**config.mk**
```make
export PLATFORM = sky130hd
export DESIGN_NAME = wf_7seg_sched
export DESIGN_NICKNAME = d
export VERILOG_FILES = /design/src/rtl/wf_7seg_pkg.sv /design/src/rtl/wf_rr_pick.sv /design/src/rtl/wf_7seg_sched.sv
export SDC_FILE = /design/constraint.sdc
export NUM_CORES = 1
export LEC_CHECK = 0
export CAP_MARGIN = 25
export CORE_UTILIZATION = 40
export DETAILED_ROUTE_END_ITERATION = 7
export PLACE_DENSITY = 0.76
export REMOVE_ABC_BUFFERS = 1
export SETUP_SLACK_MARGIN = 0.4
export SYNTH_ARGS = -nofsm -noshare
export SYNTH_HDL_FRONTEND = slang
export SYNTH_SLANG_ARGS = --single-unit
```
**constraint.sdc**
```tcl
create_clock -name clk -period 4.95 [get_ports clk]
set_input_delay 0.99 -clock clk [delete_from_list [all_inputs] [get_ports clk]]
set_output_delay 0.99 -clock clk [all_outputs]
set_load 0.03 [all_outputs]
```
**src/rtl/wf_7seg_pkg.sv**
```systemverilog
`default_nettype none
// ============================================================================
// wf_7seg_pkg : shared types and constants for the 7-segment display scheduler
// Rev 1.0
// ============================================================================
package wf_7seg_pkg;

   typedef enum logic [0:0] {
      IDLE = 1'b0,
      SHOW = 1'b1
   } state_e;

   localparam logic [1:0] COLON_ON   = 2'b00;
   localparam logic [1:0] COLON_DP   = 2'b01;
   localparam logic [1:0] COLON_NONE = 2'b11;

   localparam int BCD_W = 4;

endpackage
`default_nettype wire

```
**src/rtl/wf_rr_pick.sv**
```systemverilog
`default_nettype none
// ============================================================================
// wf_rr_pick : combinational round-robin picker, search begins at start_idx
// Rev 1.0
// ============================================================================
module wf_rr_pick #(
   parameter int NREQ  = 3,
   parameter int IDX_W = (NREQ > 1) ? $clog2(NREQ) : 1
) (
   input  logic [NREQ-1:0]  req,
   input  logic [IDX_W-1:0] start_idx,
   output logic [NREQ-1:0]  win_oh,
   output logic [IDX_W-1:0] win_idx,
   output logic             valid
);

   always_comb begin
      int idx;
      idx     = 0;
      win_oh  = '0;
      win_idx = '0;
      valid   = 1'b0;
      for (int k = 0; k < NREQ; k++) begin
         idx = (int'(start_idx) + k) % NREQ;
         if (!valid && req[idx]) begin
            win_oh[idx] = 1'b1;
            win_idx     = IDX_W'(idx);
            valid       = 1'b1;
         end
      end
   end

endmodule
`default_nettype wire

```
**src/rtl/wf_7seg_sched.sv**
```systemverilog
`default_nettype none
// ============================================================================
// wf_7seg_sched : round-robin display scheduler with dwell time and scan tick
// Rev 1.0
// ============================================================================
module wf_7seg_sched
   import wf_7seg_pkg::*;
#(
   parameter int NREQ         = 3,
   parameter int SCAN_DIV     = 16000,
   parameter int DWELL_FRAMES = 200
) (
   input  logic                  clk,
   input  logic                  rst_n,
   input  logic [NREQ-1:0]       req,
   input  logic [16*NREQ-1:0]    bcd_in,
   input  logic [2*NREQ-1:0]     colon_in,
   output logic [NREQ-1:0]       grant,
   output logic                  scan_enable,
   output logic [BCD_W-1:0]      digit0,
   output logic [BCD_W-1:0]      digit1,
   output logic [BCD_W-1:0]      digit2,
   output logic [BCD_W-1:0]      digit3,
   output logic [1:0]            colon
);

   localparam int IDX_W   = (NREQ > 1) ? $clog2(NREQ) : 1;
   localparam int TICK_W  = $clog2(SCAN_DIV);
   localparam int DWELL_W = (DWELL_FRAMES > 1) ? $clog2(DWELL_FRAMES) : 1;
   localparam logic [IDX_W-1:0]   LAST_IDX  = IDX_W'(NREQ - 1);
   localparam logic [TICK_W-1:0]  TICK_LAST = TICK_W'(SCAN_DIV - 1);
   localparam logic [DWELL_W-1:0] DWELL_MAX = DWELL_W'(DWELL_FRAMES - 1);

   logic [TICK_W-1:0]  tick_q, tick_d;
   logic [2:0]         phase_q, phase_d;
   logic [DWELL_W-1:0] dwell_q, dwell_d;
   state_e             state_q, state_d;
   logic [NREQ-1:0]    grant_q, grant_d;
   logic [IDX_W-1:0]   idx_q, idx_d;
   logic [4*BCD_W-1:0] disp_q, disp_d;
   logic [1:0]         colon_q, colon_d;

   logic               fb;
   logic               dwell_sat;
   logic               load;
   logic [IDX_W-1:0]   sel_idx;
   logic [IDX_W-1:0]   start_idx;
   logic [NREQ-1:0]    pick_oh;
   logic [IDX_W-1:0]   pick_idx;
   logic               pick_valid;

   logic [4*BCD_W-1:0] bcd_arr [NREQ];
   logic [1:0]         col_arr [NREQ];

   for (genvar i = 0; i < NREQ; i++) begin : g_unpack
      assign bcd_arr[i] = bcd_in[16*i +: 16];
      assign col_arr[i] = colon_in[2*i +: 2];
   end

   assign scan_enable = (tick_q == TICK_LAST);
   assign fb          = scan_enable && (phase_q == 3'd4);
   assign dwell_sat   = (dwell_q == DWELL_MAX);
   // idx_q holds the current grant in SHOW and the last grant in IDLE
   assign start_idx   = (idx_q == LAST_IDX) ? '0 : idx_q + 1'b1;

   wf_rr_pick #(
      .NREQ  (NREQ),
      .IDX_W (IDX_W)
   ) u_pick (
      .req       (req),
      .start_idx (start_idx),
      .win_oh    (pick_oh),
      .win_idx   (pick_idx),
      .valid     (pick_valid)
   );

   always_comb begin
      tick_d  = scan_enable ? '0 : tick_q + 1'b1;
      phase_d = phase_q;
      if (scan_enable) begin
         phase_d = (phase_q == 3'd4) ? 3'd0 : phase_q + 3'd1;
      end
   end

   always_comb begin
      state_d = state_q;
      grant_d = grant_q;
      idx_d   = idx_q;
      dwell_d = dwell_q;
      load    = 1'b0;
      sel_idx = idx_q;
      if (fb) begin
         case (state_q)
            IDLE: begin
               if (pick_valid) begin
                  state_d = SHOW;
                  grant_d = pick_oh;
                  idx_d   = pick_idx;
                  dwell_d = '0;
                  load    = 1'b1;
                  sel_idx = pick_idx;
               end
            end
            SHOW: begin
               if (!req[idx_q]) begin
                  if (pick_valid) begin
                     grant_d = pick_oh;
                     idx_d   = pick_idx;
                     dwell_d = '0;
                     load    = 1'b1;
                     sel_idx = pick_idx;
                  end else begin
                     state_d = IDLE;
                     grant_d = '0;
                  end
               end else if (dwell_sat && pick_valid && (pick_idx != idx_q)) begin
                  grant_d = pick_oh;
                  idx_d   = pick_idx;
                  dwell_d = '0;
                  load    = 1'b1;
                  sel_idx = pick_idx;
               end else begin
                  load = 1'b1;
                  if (!dwell_sat) begin
                     dwell_d = dwell_q + 1'b1;
                  end
               end
            end
            default: state_d = IDLE;
         endcase
      end
      disp_d  = load ? bcd_arr[sel_idx] : disp_q;
      colon_d = load ? col_arr[sel_idx] : colon_q;
   end

   always_ff @(posedge clk or negedge rst_n) begin
      if (!rst_n) begin
         tick_q  <= '0;
         phase_q <= '0;
         dwell_q <= '0;
         state_q <= IDLE;
         grant_q <= '0;
         idx_q   <= '0;
         disp_q  <= '0;
         colon_q <= COLON_NONE;
      end else begin
         tick_q  <= tick_d;
         phase_q <= phase_d;
         dwell_q <= dwell_d;
         state_q <= state_d;
         grant_q <= grant_d;
         idx_q   <= idx_d;
         disp_q  <= disp_d;
         colon_q <= colon_d;
      end
   end

   assign grant  = grant_q;
   assign digit0 = disp_q[0*BCD_W +: BCD_W];
   assign digit1 = disp_q[1*BCD_W +: BCD_W];
   assign digit2 = disp_q[2*BCD_W +: BCD_W];
   assign digit3 = disp_q[3*BCD_W +: BCD_W];
   assign colon  = colon_q;

endmodule
`default_nettype wire
```
==> results of run 1 <==
-- cell usage after synthesis (3+ instances only) --
library cell / instances
nand2_1: 75
dfrtp_1: 47
o211ai_1: 39
clkbuf_1: 36
nand3_1: 33
inv_1: 26
o21ai_0: 21
nor3_1: 20
a211oi_1: 19
a2111oi_0: 18
a32oi_1: 18
nor2_1: 12
and3_1: 10
xor2_1: 7
nor2b_1: 6
ha_1: 5
buf_2: 4
nand4_1: 4
xnor2_1: 4
a21oi_1: 3
and2_1: 3
nand2b_1: 3
nor4b_1: 3
o22ai_1: 3
-- power by group through the flow --
stage / logic, mW / clock network (mW) / registers [mW]
final: 0.115 / 0.309 / 0.400
after global routing: 0.124 / 0.331 / 0.400
after CTS: 0.114 / 0.315 / 0.400
after detailed placement: 0.113 / 0 / 0.408
after global placement: 0.112 / 0 / 0.408
after floorplan: 0.0343 / 0 / 0.408
-- cells by family (layout without fill, tap and decap cells) --
group | Yosys count | count (layout) | synth area share, %
mux | 1 | 1 | 0.274
simple gates | 188 | 188 | 26.0
xor+xnor | 11 | 11 | 2.63
fa+ha+maj | 5 | 5 | 1.71
compound gates | 137 | 137 | 27.8
flops | 49 | 49 | 33.6
buf+inv | 71 | 131 | 8.04
-- cell type report --
type	count	area, sq um
Sequential cell	49	1230
Fill cell	809	4160
Timing Repair Buffer	97	923
Clock inverter	3	50.0
Multi-Input combinational cell	342	2140
Inverter	26	97.6
Clock buffer	5	68.8
Tap cell	108	135
-- worst register-to-register path: cells and delay by family, from the launching register on --
family,cells,cell delay (ns)
simple gates,4,1.60
compound gates,3,0.85
flops,1,0.59
fa+ha+maj,1,0.50
buf+inv,1,0.23
-- path summary, 6_finish.rpt --
path / depth (start not counted) / slack [ns] / endpoint / from
worst min register to register: 1 / 0.50 / tick_q[8] / tick_q[8]
max in group asynchronous: 2 / 3.77 / disp_q[10] / rst_n
worst max-delay path: 9 / 1.04 / disp_q[0] / idx_q[1]
worst max register to register: 9 / 1.04 / disp_q[0] / idx_q[1]
min in group asynchronous: 2 / 0.75 / tick_q[10] / rst_n
worst min-delay path: 1 / 0.50 / tick_q[8] / tick_q[8]
-- metal layers --
| metal | vias to the layer above | global-route usage (%) | share of wire (%) |
|---|---|---|---|
| met2 | 168 | 37.2 | 47 |
| met4 | 0 | 7.34 | 1.9 |
| li1 | 1835 | - | - |
| met3 | 26 | 2.66 | 6.6 |
| met5 | - | 0 | 0 |
| met1 | 1819 | 31.6 | 44 |
-- sequential cells by signal (all words and copies together) (netlist names) --
name     flops
grant        3
dwell_q      8
phase_q      3
disp_q      16
tick_q      14
idx_q        2
state_q      1
colon        2
==> impl_metrics.py, run 1 <==
metrics = {
    "route": {
        "ant_nets": 0,
        "wirelength_mm": 10.9,
        "vias_per_cell": 6.11,
        "drt-initial-drc-count": 283,
        "dr.pass1.iters": 7,
        "vias": 3848,
        "route.detailed.drc": 10,
        "avgRoutedWirePerCell_um": 17.3,
    },
    "floorplanning": {
        "start_util_pct": 41.5,
        "die-area_sq_um": 9530,
        "num_rows": 34,
        "pin_count": 81,
        "core_sq_um": 8810,
        "die_h_um": 97.6,
        "dieWidth_um": 97.6,
    },
    "critical_path": {
        "critical_path.slowest_cell": "dfrtp_1",
        "crit_family": "simple AND/OR/NAND/NOR gates",
        "startpoint_type": "flip-flop",
        "crit_path_cell_trace": "or2_2, ha_1, nor4_1, o31a_1, or4b_1, buf_4, o31ai_2, or2_1, o211ai_1",
        "cp_data_required_time_ns": 5.12,
        "setup.worst_path.end_class": "flip-flop",
        "cp.arrival_ns": 4.09,
        "cp_max_fo": 21,
        "timing.critical_path.buf_inv": 1,
        "critPathMaxStageDelay_ns": 0.59,
        "worstSetupPathType": "flip-flop to flip-flop",
    },
    "grt": {
        "grt_pass1_wl_mm": 18.0,
        "grt_usage_pct": 22.9,
        "grt_pass1_vias": 3754,
        "grt_overflow": 0,
        "grt_max_degree": 50,
        "antenna_found_initial": 0,
    },
    "cells_and_area": {
        "layout_commonest_cell": "clkdlybuf4s50_1",
        "drive_above_1_share_pct": 6.90,
        "nets": 585,
        "areaGrowthSynthToFinish_pct": 27.1,
        "utilization_pct": 52.8,
        "diodes": 0,
        "finalNonFillerCells": 630,
        "layout_common_cells": "clkdlybuf4s50_1 (79), nand2_1 (75), dfrtp_1 (47)",
        "fin_area_sq_um": 4650,
    },
    "synth": {
        "synth_area_sq_um": 3660,
        "yosysSeqAreaShare_pct": 33.6,
        "ys_warn_count": 0,
        "synth_top_area_share_pct": 32.2,
        "syn_inst": 462,
        "post_synth.cell_area_avg_sq_um": 7.92,
        "synth.area.top_cells": "dfrtp_1 (32%), o211ai_1 (8.0%), nand2_1 (7.7%)",
        "async_reset_ff_share_pct": 100,
        "synth_ff_type": "dfrtp_1",
        "yosys.cell_types.count": 54,
        "ys_ff_latch": 49,
        "synth.largest_area_cell": "dfrtp_1",
        "synth-edff-count": 0,
    },
    "clock_network": {
        "cts_setup_buffers": 0,
        "clockBufferDepth": 2,
        "cts_tree": "done",
        "numClockSinks": 49,
        "htree_levels": 2,
        "cts_resized": 0,
        "cts_buffers": 5,
        "root_buffer": "clkbuf_8",
        "cts_hold_buf": 0,
        "clk_pin_slew_ns": 0.10,
        "clk_latency_ns": 0.32,
    },
    "power": {
        "pwr-share-comb_pct": 13.9,
        "ir_drop_v": 0.000111,
        "p_clk_share_pct": 37.5,
        "switching_share_pct": 25.6,
        "p_per_area_nw_per_um2": 177,
        "power_frac_seq_pct": 48.5,
        "leakage_nw": 1.84,
        "intPower_mw": 0.613,
        "switchingPower_mw": 0.211,
        "power_mw": 0.825,
    },
    "placed_design": {
        "port_buffers": 80,
        "dpl_cell_area_sq_um": 4530,
        "placed_cells": 622,
        "gp_routability_congestion": 0.939,
        "hpwl_mm": 7.34,
        "pre_cts_slack_ns": 0.810,
    },
    "sta": {
        "tns_ns": 0,
        "holdWs_ns": 0.499,
        "tightestPinTransition_ns": 0.800,
        "timing.slew.headroom_pct": 46.4,
        "setup_ws_ns": 1.04,
        "fin_skew_ns": 0.0108,
        "slew_violations": 0,
        "setup_viol": 0,
        "fin_crit_ns": 3.91,
        "hold_viol": 0,
        "max_freq_mhz": 255,
        "finalCritPeriodShare_pct": 79.1,
        "rsz0062_at_grt": "false",
    },
    "status": {
        "failed_checks": "DRC",
        "status": "finished, violations left",
    },
    "run": {
        "maxCapViolations": 0,
    },
    "min_path": {
        "hp-class": "flip-flop to flip-flop",
    },
}
Power figures use the tool's default switching activity.
==> run 2: changes to the inputs <==
--- a/config.mk
+++ b/config.mk
@@ -8,7 +8,7 @@
 export CAP_MARGIN = 25
 export CORE_UTILIZATION = 40
 export DETAILED_ROUTE_END_ITERATION = 7
-export PLACE_DENSITY = 0.76
+export PLACE_DENSITY = 0.78
 export REMOVE_ABC_BUFFERS = 1
 export SETUP_SLACK_MARGIN = 0.4
 export SYNTH_ARGS = -nofsm -noshare
==> constraint.sdc (replaced) <==
create_clock -name clk -period 3.3 [get_ports clk]
set_input_delay 0.66 -clock clk [delete_from_list [all_inputs] [get_ports clk]]
set_output_delay 0.66 -clock clk [all_outputs]
set_load 0.03 [all_outputs]
==> run 2 against run 1 <==
The flow still finishes with violations (DRC); sequential power grew 50%; non-clock buffer count is 9 higher; register-to-register slack got worse by 0.59 ns; sequential share of layout area fell by 1.5 points; via count up 3.5%; first-iteration DRC count grew 55%; core utilization grew 3.1 points; hold slack lost 0.16 ns; maximum frequency up 37%; cell count grew 1.4%; critical path type unchanged.
==> impl_metrics.py, run 2 (same netlist as run 1, synthesis figures left out) <==
metrics = {
    "clock_network": {
        "clk_pin_slew_ns": 0.10,
        "clk_latency_ns": 0.31,
        "cts_buffers": 5,
        "clockBufferDepth": 2,
        "root_buffer": "clkbuf_8",
        "htree_levels": 2,
        "cts_hold_buf": 0,
        "cts_tree": "done",
        "numClockSinks": 49,
    },
    "floorplanning": {
        "start_util_pct": 41.5,
        "num_rows": 34,
        "core_sq_um": 8810,
        "die-area_sq_um": 9530,
        "die_h_um": 97.6,
        "dieWidth_um": 97.6,
        "pin_count": 81,
    },
    "sta": {
        "slew_violations": 0,
        "tightestPinTransition_ns": 0.560,
        "setup_viol": 0,
        "rsz0062_at_grt": "false",
        "finalCritPeriodShare_pct": 86.5,
        "holdWs_ns": 0.334,
        "hold_viol": 0,
        "fin_skew_ns": 0.00691,
        "setup_ws_ns": 0.445,
        "timing.slew.headroom_pct": 62.1,
        "fin_crit_ns": 2.86,
        "max_freq_mhz": 350,
    },
    "cells_and_area": {
        "fin_area_sq_um": 4920,
        "layout_commonest_cell": "clkdlybuf4s50_1",
        "top_register": "disp_q",
        "diodes": 0,
        "layout_common_cells": "clkdlybuf4s50_1 (78), nand2_1 (74), dfrtp_1 (47)",
        "nets": 594,
        "reg_top3": "disp_q x16, tick_q x14, dwell_q x8",
        "drive_above_1_share_pct": 11.1,
        "largest_register_ffs": 16,
        "areaGrowthSynthToFinish_pct": 34.6,
    },
    "critical_path": {
        "setup.worst_path.end_class": "flip-flop",
        "worstSetupPathType": "flip-flop to flip-flop",
        "crit_path_cell_trace": "buf_8, inv_2, nand2_2, ha_4, nor4_1, o31a_1, or4b_4, o31ai_4, or2_4, clkbuf_16, o211ai_1",
        "reg2regPathDepth": 11,
        "timing.critical_path.buf_inv": 3,
        "critPathMaxStageDelay_ns": 0.54,
        "cp_max_fo": 9,
        "startpoint_type": "flip-flop",
        "crit_family": "simple AND/OR/NAND/NOR gates",
        "cp_data_required_time_ns": 3.49,
        "critical_path_depth": 11,
        "critical_path.slowest_cell": "or4b_4",
        "cp.arrival_ns": 3.05,
    },
    "route": {
        "dr.pass1.iters": 7,
        "wirelength_mm": 11.4,
        "vias_per_cell": 6.23,
        "route.detailed.drc": 7,
        "ant_nets": 0,
        "vias": 3984,
        "drt-initial-drc-count": 438,
        "avgRoutedWirePerCell_um": 17.8,
    },
    "placed_design": {
        "pre_cts_slack_ns": 0.0756,
        "port_buffers": 80,
        "gp_routability_congestion": 0.872,
        "dpl_cell_area_sq_um": 4630,
        "hpwl_mm": 7.55,
    },
    "power": {
        "pwr-share-comb_pct": 14.9,
        "power_mw": 1.25,
        "leakage_nw": 1.94,
        "p_per_area_nw_per_um2": 255,
        "ir_drop_v": 0.000148,
        "power_frac_seq_pct": 47.9,
        "switchingPower_mw": 0.311,
        "intPower_mw": 0.942,
        "p_clk_share_pct": 37.2,
        "switching_share_pct": 24.8,
    },
    "run": {
        "maxCapViolations": 0,
    },
    "min_path": {
        "hp-class": "input port to async pin",
    },
    "grt": {
        "grt_max_degree": 38,
        "grt_overflow": 0,
        "grt_pass1_wl_mm": 18.6,
        "grt_pass1_vias": 3844,
        "antenna_found_initial": 0,
        "grt_usage_pct": 23.8,
    },
    "status": {
        "status": "finished, violations left",
        "failed_checks": "DRC",
    },
}
## run 2: worst paths after layout
check,slack [ns],start,to
hold / removal,0.33,rst_n,tick_q[3]
hold reg to reg,0.50,tick_q[0],tick_q[0]
min in group clk,0.50,tick_q[0],tick_q[0]
setup / recovery,0.44,idx_q[1],disp_q[15]
max in group asynchronous,2.44,rst_n,disp_q[14]
setup reg to reg,0.44,idx_q[1],disp_q[15]
## run 2: power groups by stage
stage	registers [mW]	logic [mW]	clock network [mW]
after floorplan	0.612	0.0515	0
after global placement	0.612	0.172	0
after detailed placement	0.612	0.178	0
after CTS	0.600	0.180	0.470
after global routing	0.600	0.201	0.493
final	0.600	0.187	0.466
## run 2: cell type report
class	count	area, sq um
sequential	49	1230
inverter	26	97.6
clock buffer	6	82.6
multi-input combinational	342	2240
clock inverter	2	37.5
tap	108	135
fill	776	3880
timing repair buffer	106	1100
## run 2: metal layers
metal  global-route usage [%]  up-vias  wire length [um]
met5                        0        -                 0
met4                     9.44        0               286
met3                     3.02       36               954
met2                     38.6      247              5470
met1                     32.0     1841              4670
li1                         -     1860                 -
## run 2: per-stage QoR
step                std cells  util [%]  setup TNS [ns]
finish                    639      55.9               0
global route              639      55.9               0
CTS                       635      54.4               0
detailed placement        627      52.6               0
global placement          626      52.3               0
floorplan                 417         -          -40.29
## run 2: timing repair
item                                    4_1_cts  5_1_grt
endpoints found under the setup margin       20       19
hold endpoints to repair                      0        0
pin swaps                                     1        5
gates resized for setup                       8       29
setup buffers                                 0        3
cloned                                        0        1
==> run 3: changes to the inputs <==
--- a/config.mk
+++ b/config.mk
@@ -8,9 +8,10 @@
 export CAP_MARGIN = 25
 export CORE_UTILIZATION = 40
 export DETAILED_ROUTE_END_ITERATION = 7
-export PLACE_DENSITY = 0.78
+export PLACE_DENSITY = 0.76
 export REMOVE_ABC_BUFFERS = 1
 export SETUP_SLACK_MARGIN = 0.4
 export SYNTH_ARGS = -nofsm -noshare
 export SYNTH_HDL_FRONTEND = slang
 export SYNTH_SLANG_ARGS = --single-unit
+export TNS_END_PERCENT = 1
==> constraint.sdc (replaced) <==
create_clock -name clk -period 3.44 [get_ports clk]
set_input_delay 0.688 -clock clk [delete_from_list [all_inputs] [get_ports clk]]
set_output_delay 0.688 -clock clk [all_outputs]
set_load 0.03 [all_outputs]
==> run 3 against run 2 <==
The flow still finishes with violations (DRC); global-route usage shrank 0.27 points; cell area down 2.6%; power fell by 13%; sequential power fell by 4.0%.
==> impl_metrics.py, run 3 (same netlist as run 1, synthesis figures left out) <==
metrics = {
    "floorplanning": {
        "num_rows": 34,
        "dieWidth_um": 97.6,
        "core_sq_um": 8810,
        "start_util_pct": 41.5,
        "pin_count": 81,
        "die-area_sq_um": 9530,
        "die_h_um": 97.6,
    },
    "power": {
        "intPower_mw": 0.806,
        "p_clk_share_pct": 31.2,
        "switching_share_pct": 26.1,
        "leakage_nw": 1.90,
        "power_frac_seq_pct": 52.8,
        "ir_drop_v": 0.000140,
        "switchingPower_mw": 0.285,
        "p_per_area_nw_per_um2": 228,
        "pwr-share-comb_pct": 16.0,
    },
    "sta": {
        "finalCritPeriodShare_pct": 85.4,
        "holdWs_ns": 0.347,
        "hold_viol": 0,
        "fin_crit_ns": 2.94,
        "max_freq_mhz": 341,
        "timing.slew.headroom_pct": 60.1,
        "tightestPinTransition_ns": 0.593,
        "slew_violations": 0,
        "rsz0062_at_grt": "false",
        "setup_viol": 0,
        "fin_skew_ns": 0.00815,
    },
    "cells_and_area": {
        "nets": 595,
        "layout_common_cells": "clkdlybuf4s50_1 (79), nand2_1 (75), dfrtp_1 (47)",
        "diodes": 0,
        "finalNonFillerCells": 640,
        "top_register": "disp_q",
        "filler_cell_count": 792,
        "areaGrowthSynthToFinish_pct": 31.1,
        "largest_register_ffs": 16,
        "reg_top3": "disp_q x16, tick_q x14, dwell_q x8",
        "layout_commonest_cell": "clkdlybuf4s50_1",
        "drive_above_1_share_pct": 9.96,
    },
    "clock_network": {
        "clk_pin_slew_ns": 0.09,
        "root_buffer": "clkbuf_8",
        "numClockSinks": 49,
        "clockBufferDepth": 2,
        "cts_tree": "done",
        "cts_buffers": 5,
        "clk_latency_ns": 0.31,
        "htree_levels": 2,
    },
    "route": {
        "avgRoutedWirePerCell_um": 17.2,
        "wirelength_mm": 11.0,
        "dr.pass1.iters": 7,
        "ant_nets": 0,
        "route.detailed.drc": 10,
        "vias_per_cell": 6.20,
        "drt-initial-drc-count": 368,
        "vias": 3971,
    },
    "placed_design": {
        "gp_routability_congestion": 0.937,
        "hpwl_mm": 7.65,
        "port_buffers": 80,
        "placed_cells": 631,
    },
    "critical_path": {
        "reg2regPathDepth": 11,
        "cp_max_fo": 17,
        "startpoint": "idx_q[1]",
        "startpoint_type": "flip-flop",
        "cp.arrival_ns": 3.15,
        "worstSetupPathType": "flip-flop to flip-flop",
        "cp_data_required_time_ns": 3.65,
        "r2r-start": "idx_q[1]",
        "setup.worst_path.end_class": "flip-flop",
    },
    "status": {
        "failed_checks": "DRC",
        "status": "finished, violations left",
    },
    "min_path": {
        "hp-class": "input port to async pin",
    },
    "grt": {
        "grt_usage_pct": 23.5,
        "grt_pass1_wl_mm": 18.3,
        "grt_overflow": 0,
        "grt_pass1_vias": 3662,
        "antenna_found_initial": 0,
        "grt_max_degree": 38,
    },
    "run": {
        "maxCapViolations": 0,
    },
}
run 3: cell types whose count changed in the layout (fill, tap and decap cells not counted), sizes merged:
cell           before  now
buf                26   28
bufinv              1    0
clkbuf              7    5
clkdlybuf4s50      78   79
clkinv              0    2
dlygate4sd2         1    0
run 3: routing by layer:
layer	share of wire, %	GRT usage [%]	vias up
li1	-	-	1863
met1	43	33.1	1902
met2	48	37.0	175
met3	6.4	3.24	31
met4	2.5	7.81	0
met5	0	0	-
run 3: stage by stage:
stage               TNS [ns]  power [mW]  utilization (%)  instance area (sq um)  setup WS [ns]
finish                     0        1.09             54.4                   4790          0.503
global route               0        1.15             54.4                   4790          0.411
CTS                        0        1.10             53.7                   4730          0.442
detailed placement         0       0.757             52.6                   4630          0.305
global placement           0       0.752             52.4                   4610          0.349
floorplan             -35.95       0.636                -                   3460          -1.38
run 3: final cells by class:
class                      count  area [sq um]  share of cell area [%]
clock buffer                   5          68.8                    1.44
inverter                      26          97.6                    2.04
multi-input combinational    342          2200                    45.9
timing repair buffer         107          1050                    21.8
tap                          108           135                    2.82
clock inverter                 3          17.5                   0.365
sequential                    49          1230                    25.6
run 3: final timing paths:
| kind | slack, ns | end |
|---|---|---|
| min in group clk | 0.50 | tick_q[0] |
| worst max-delay path | 0.50 | dwell_q[2] |
| max in group asynchronous | 2.49 | colon[1] |
| worst max register to register | 0.50 | dwell_q[2] |
| worst min-delay path | 0.35 | tick_q[10] |
| worst min register to register | 0.50 | tick_q[0] |
run 3: power by group through the flow:
stage               combinational, mW  clock [mW]  sequential, mW
finish                          0.175       0.341           0.576
global route                    0.189       0.384           0.576
CTS                             0.171       0.355           0.576
detailed placement              0.170           0           0.587
global placement                0.165           0           0.587
floorplan                      0.0494           0           0.587
run 3: what timing repair did:
action,CTS,global route
cloned,0,0
resized for setup,0,17
setup endpoints to repair,1,19
hold buffers,0,0
buffers inserted,1,0
pin swaps,1,1
run 3: critical path: stages, from the launching register on:
cell and delay, ns:
dfrtp_1 0.40, buf_4 0.20, inv_1 0.08, nand2_1 0.09
ha_4 0.31, nor4_1 0.06, o31a_1 0.36, or4b_4 0.57
buf_4 0.19, a31o_2 0.25, o21bai_1 0.16, a21o_1 0.17
